**src/rtl/la_clkgate_pkg.sv**
```systemverilog
// Shared definitions for the clock-gate controller: state encodings and
// wake-delay defaults.
package la_clkgate_pkg;

  typedef enum logic [1:0] {
    ST_RUN   = 2'b00,
    ST_GATED = 2'b01,
    ST_WAKE  = 2'b10
  } state_t;

  localparam int WAKEDLY_DEF = 2;
  localparam int WCNTW       = 4;

endpackage

```
**src/rtl/la_clkgatectrl_cnt.sv**
```systemverilog
// Saturating idle counter with a live threshold compare; hit flags the idle
// cycle on which gating should start.
module la_clkgatectrl_cnt #(
  parameter int IDLEW = 8
) (
  input  logic             clk,
  input  logic             reset,
  input  logic             run_idle,
  input  logic [IDLEW-1:0] thresh,
  output logic             hit
);

  logic [IDLEW-1:0] cnt;
  logic [IDLEW:0]   cnt_inc;

  // One extra bit so cnt+1 cannot wrap before the compare.
  assign cnt_inc = {1'b0, cnt} + {{IDLEW{1'b0}}, 1'b1};
  assign hit     = run_idle && (thresh != '0) && (cnt_inc >= {1'b0, thresh});

  always_ff @(posedge clk or posedge reset) begin
    if (reset) begin
      cnt <= '0;
    end else if (run_idle && !hit) begin
      cnt <= (&cnt) ? cnt : cnt_inc[IDLEW-1:0];
    end else begin
      cnt <= '0;
    end
  end

endmodule

```
**src/rtl/la_clkgatectrl.sv**
```systemverilog
// Clock-gate controller: drops the ICG enable after a run of idle cycles and
// brings it back on activity, acknowledging wake requests once each.
module la_clkgatectrl
  import la_clkgate_pkg::*;
#(
  parameter        PROP    = "DEFAULT",
  parameter int    IDLEW   = 8,
  parameter int    WAKEDLY = WAKEDLY_DEF
) (
  input  logic             clk,
  input  logic             reset,
  input  logic             busy,
  input  logic             wake_req,
  input  logic             force_on,
  input  logic [IDLEW-1:0] idle_thresh,
  output logic             en,
  output logic             wake_ack,
  output logic             gated
);

  localparam logic [WCNTW-1:0] WAKE_LAST = WCNTW'(WAKEDLY - 1);

  state_t           state, state_nxt;
  logic [WCNTW-1:0] wcnt, wcnt_nxt;
  logic             idle, run_idle, hit, wake_done, ack_set, ack_done;

  assign idle      = ~busy & ~wake_req & ~force_on;
  assign run_idle  = (state == ST_RUN) && idle;
  assign wake_done = (state == ST_WAKE) && (wcnt == WAKE_LAST);
  // A request is acked on the RUN cycle that sees it, or on WAKE exit.
  assign ack_set   = wake_req && !ack_done && ((state == ST_RUN) || wake_done);
  assign gated     = (state == ST_GATED);

  la_clkgatectrl_cnt #(
    .IDLEW (IDLEW)
  ) u_cnt (
    .clk      (clk),
    .reset    (reset),
    .run_idle (run_idle),
    .thresh   (idle_thresh),
    .hit      (hit)
  );

  always_ff @(posedge clk or posedge reset) begin
    if (reset) begin
      state <= ST_RUN;
      wcnt  <= '0;
    end else begin
      state <= state_nxt;
      wcnt  <= wcnt_nxt;
    end
  end

  always_comb begin
    state_nxt = state;
    wcnt_nxt  = '0;
    case (state)
      ST_RUN: begin
        if (hit) state_nxt = ST_GATED;
      end
      ST_GATED: begin
        if (!idle) state_nxt = ST_WAKE;
      end
      ST_WAKE: begin
        if (wcnt == WAKE_LAST) state_nxt = ST_RUN;
        else                   wcnt_nxt  = wcnt + 1'b1;
      end
      default: state_nxt = ST_RUN;
    endcase
  end

  // en is its own flop so the ICG latch never sees a combinational path.
  always_ff @(posedge clk or posedge reset) begin
    if (reset) begin
      en       <= 1'b1;
      wake_ack <= 1'b0;
      ack_done <= 1'b0;
    end else begin
      en       <= (state_nxt != ST_GATED);
      wake_ack <= ack_set;
      ack_done <= wake_req ? (ack_done | ack_set) : 1'b0;
    end
  end

endmodule

```
**config.mk**
```make
export PLATFORM = sky130hd
export DESIGN_NAME = la_clkgatectrl
export DESIGN_NICKNAME = d
export VERILOG_FILES = /design/src/rtl/la_clkgate_pkg.sv /design/src/rtl/la_clkgatectrl_cnt.sv /design/src/rtl/la_clkgatectrl.sv
export SDC_FILE = /design/constraint.sdc
export NUM_CORES = 1
export LEC_CHECK = 0
export ABC_AREA = 1
export CAP_MARGIN = 20
export CELL_PAD_IN_SITES_DETAIL_PLACEMENT = 0
export CELL_PAD_IN_SITES_GLOBAL_PLACEMENT = 1
export CORE_AREA = 2 2 50 70
export CTS_CLUSTER_DIAMETER = 150
export CTS_CLUSTER_SIZE = 20
export DETAILED_ROUTE_END_ITERATION = 10
export DIE_AREA = 0 0 52 72
export GPL_TIMING_DRIVEN = 0
export PLACE_DENSITY_LB_ADDON = 0.25
export SYNTH_ARGS = -nofsm -noshare
export SYNTH_HDL_FRONTEND = slang
export SYNTH_HIERARCHICAL = 1
export SYNTH_SLANG_ARGS = --single-unit
```
**constraint.sdc**
```tcl
create_clock -name clk -period 2.7 [get_ports clk]
set_input_delay 0.405 -clock clk [delete_from_list [all_inputs] [get_ports clk]]
set_output_delay 0.405 -clock clk [all_outputs]
set_load 0.01 [all_outputs]
```
==> metrics.txt <==
Max-slew headroom 73.09%; Synth async-reset ratio 100.0%; Reg clk slew, reported paths 70 ps; final standard cell area without fillers 0.001415 mm^2; pwr/cell area 373.5 mW/mm^2; Synth top area share 34.22%; cell family with most CP delay simple AND/OR/NAND/NOR gates; Avg Inst Size Synth 7.905 um^2; accumulated negative setup slack 0 ps; number of levels the H-tree was split into 1; vias 903; CP peak stage delay 420 ps; # nets final 192; clock skew 1.256 ps; Post-synth top cells 32 x sky130_fd_sc_hd__nand2_1, 27 x sky130_fd_sc_hd__inv_1, 18 x sky130_fd_sc_hd__nor2_1; number of vias per cell after detailed routing 4.383; number of flops mapped to enable cells by yosys 0; post-CTS setup buffers 0; row count 24; pins over their slew limit 0; number of ports placed on the die boundary 16; sinks on the clock net 17; Detailed Route WL 2114 um; Worst Hold Slack 438.2 ps; antenna viol nets, final 0; final estimated routing congestion in global placement 0.7059; core region area 0.003093 mm^2; HPWL reported at the end of detailed placement 1750 um; max frequency 0.4465 GHz; pin slew with the least headroom to its limit 402.2 ps; worst min path class primary input to async pin; proportion of layout cells with a drive suffix above 1 18.56%; largest buffer count on any clock path 2; largest net degree at the start of global routing 11; type of the worst setup path flop to flop; worst path cell trace ha_1 -> nand2_2 -> nor2_4 -> xor2_1 -> ha_1 -> nand2_1 -> inv_1 -> nand2_1 -> nand3_1 -> nand2_1 -> nand2_1 -> nand2_1 -> nand2_2 -> nand2_4 -> inv_1 -> inv_1 -> o22ai_1; Cell Area, Synth 0.001170 mm^2; most numerous cell in the Yosys netlist sky130_fd_sc_hd__nand2_1; final hold violations 0; critical path buffer and inverter count 3; buffer cell driving the clock tree root sky130_fd_sc_hd__clkbuf_8; first-pass iteration count of the detailed router 3; number of endpoints failing setup at the final stage 0; cells taking the most area after synthesis sky130_fd_sc_hd__dfrtp_1 34%, sky130_fd_sc_hd__ha_1 12%, sky130_fd_sc_hd__nand2_1 10%; worst vdd ir 0.0002121 V; final routed DRC violation total 0; area of the die 0.003744 mm^2; antenna violations before repair 0; max cap viols 0; Post-Syn Nets 172; Setup crit end kind flop; vias in the first global route 890; unrepaired setup endpoints after global routing false; period utilization 82.95%; static leakage power 0.7958 nW; number of clock buffers inserted by TritonCTS 3; category of the worst setup path launch point flop; initial core utilization 37.82%; Chip Width 52 um; all-layer global routing usage 13.02%; Yosys warning total 6; critical-path cell with the highest stage delay sky130_fd_sc_hd__dfrtp_1; most common flop cell mapped by yosys sky130_fd_sc_hd__dfrtp_1; number of cells produced by synthesis 148; routed wirelength normalized by instance count 10.26 um; vertical extent of the die 72 um; TritonCTS clock tree done; status complete, no violations; wire length of the first global-routing pass 3629 um; Synth-to-Final Area Change 20.96%; cell occurring most often along the worst timing path sky130_fd_sc_hd__nand2_1; hold_buf cts 0; Antenna diodes 0; count of distinct cell types in the synthesized netlist 22; post-cts repair resize count 0; Detailed Route Iter0 Violations 6; largest fanout on the critical path 4; time the worst path needs with I/O delays and setup 2240 ps; insertion delay of the later-clocked pin in the worst-skew pair 250 ps; worst endpoint required time 2840 ps; instance area at placement 0.001369 mm^2; total congestion overflow after global routing 0; cell accounting for the most synthesized area sky130_fd_sc_hd__dfrtp_1; Port Buf Inserts 15; critical path data arrival time 2380 ps; sequential area share after synthesis 36.47%; #FFs+latches synth 17
==> layer usage <==
layer  vias up  global-route usage (%)  share of wire (%)
li1        478                       -                  -
met1       409                   13.01                 38
met2        12                   24.75                 57
met3         4                   1.235                2.5
met4         0                   7.895                2.6
met5         -                       0                  0
==> stage by stage <==
stage	utilization [%]	cells	total power [mW]	setup WS (ps)
3_3_place_gp	44.26	202	0.3425	473.3
6_report	45.75	206	0.5285	460.5
2_1_floorplan	-	148	0.3118	684.3
3_5_place_dp	44.26	202	0.3442	465.8
5_1_grt	45.75	206	0.5600	243.9
4_1_cts	45.75	206	0.5368	436.3
==> worst register-to-register path, cell delays in order, from the launching register on <==
cell and delay [ps]:
sky130_fd_sc_hd__dfrtp_1 420, sky130_fd_sc_hd__ha_1 220, sky130_fd_sc_hd__nand2_2 80, sky130_fd_sc_hd__nor2_4 120
sky130_fd_sc_hd__xor2_1 240, sky130_fd_sc_hd__ha_1 290, sky130_fd_sc_hd__nand2_1 90, sky130_fd_sc_hd__inv_1 40
sky130_fd_sc_hd__nand2_1 60, sky130_fd_sc_hd__nand3_1 70, sky130_fd_sc_hd__nand2_1 60, sky130_fd_sc_hd__nand2_1 50
sky130_fd_sc_hd__nand2_1 70, sky130_fd_sc_hd__nand2_2 60, sky130_fd_sc_hd__nand2_4 90, sky130_fd_sc_hd__inv_1 40
sky130_fd_sc_hd__inv_1 60, sky130_fd_sc_hd__o22ai_1 80
==> kinds of logic after synthesis <==
family	share of synthesized area, %
AOI/OAI and AO/OA	1.818
and+or+nand+nor	33.80
xor gates and xnor gates	5.883
adders and majority gates	11.76
buffers and inverters	10.27
DFF	36.47
==> cells in the final DEF, fill, tap and decap left out <==
cell type                         count
sky130_fd_sc_hd__a21oi_1              2
sky130_fd_sc_hd__clkbuf_8             3
sky130_fd_sc_hd__clkdlybuf4s50_1     15
sky130_fd_sc_hd__clkinv_2             1
sky130_fd_sc_hd__dfrtp_1             16
sky130_fd_sc_hd__dfstp_2              1
sky130_fd_sc_hd__ha_1                11
sky130_fd_sc_hd__inv_1               27
sky130_fd_sc_hd__inv_2                5
sky130_fd_sc_hd__nand2_1             32
sky130_fd_sc_hd__nand2_2              4
sky130_fd_sc_hd__nand2_4              1
sky130_fd_sc_hd__nand2_8              1
sky130_fd_sc_hd__nand3_1              5
sky130_fd_sc_hd__nand3_2              2
sky130_fd_sc_hd__nand4_1              2
sky130_fd_sc_hd__nor2_1              18
sky130_fd_sc_hd__nor2_2              10
sky130_fd_sc_hd__nor2_4               1
sky130_fd_sc_hd__nor2_8               1
sky130_fd_sc_hd__o21ai_0              1
sky130_fd_sc_hd__o22ai_1              1
sky130_fd_sc_hd__xnor2_1              2
sky130_fd_sc_hd__xnor2_2              1
sky130_fd_sc_hd__xor2_1               4
==> path summary, 6_finish.rpt <==
path	start	endpoint	slack, ps	cells past startpoint
max	u_cnt/cnt[0]	state[0]	460	17
min	reset	u_cnt/cnt[7]	440	2
max reg2reg	u_cnt/cnt[0]	state[0]	460	17
min reg2reg	ack_done	ack_done	500	2
max in group asynchronous	reset	en	1960	2
min in group clk	ack_done	ack_done	500	2
==> flip-flops by register name, indices dropped and copies added (netlist names) <==
name,flops
u_cnt/cnt,8
wcnt,4
state,2
ack_done,1
en,1
wake_ack,1
==> final cells by class <==
class                   count  area (um^2)
fillers                   318         1678
multi-input cells          99        623.1
flip-flops and latches     17        426.7
repair buffers             15        150.1
inverters                  32        120.1
well taps                  39        48.80
clock buffers               3        41.29
clock inverters             1        5.005
==> power breakdown <==
part           total (mW)  switching (mW)  internal (mW)
Sequential          0.270         0.00658          0.263
Combinational      0.0683          0.0352         0.0332
Clock               0.191          0.0882          0.102
Total               0.528           0.130          0.399
Note: power is estimated with default switching activity, not from simulation.
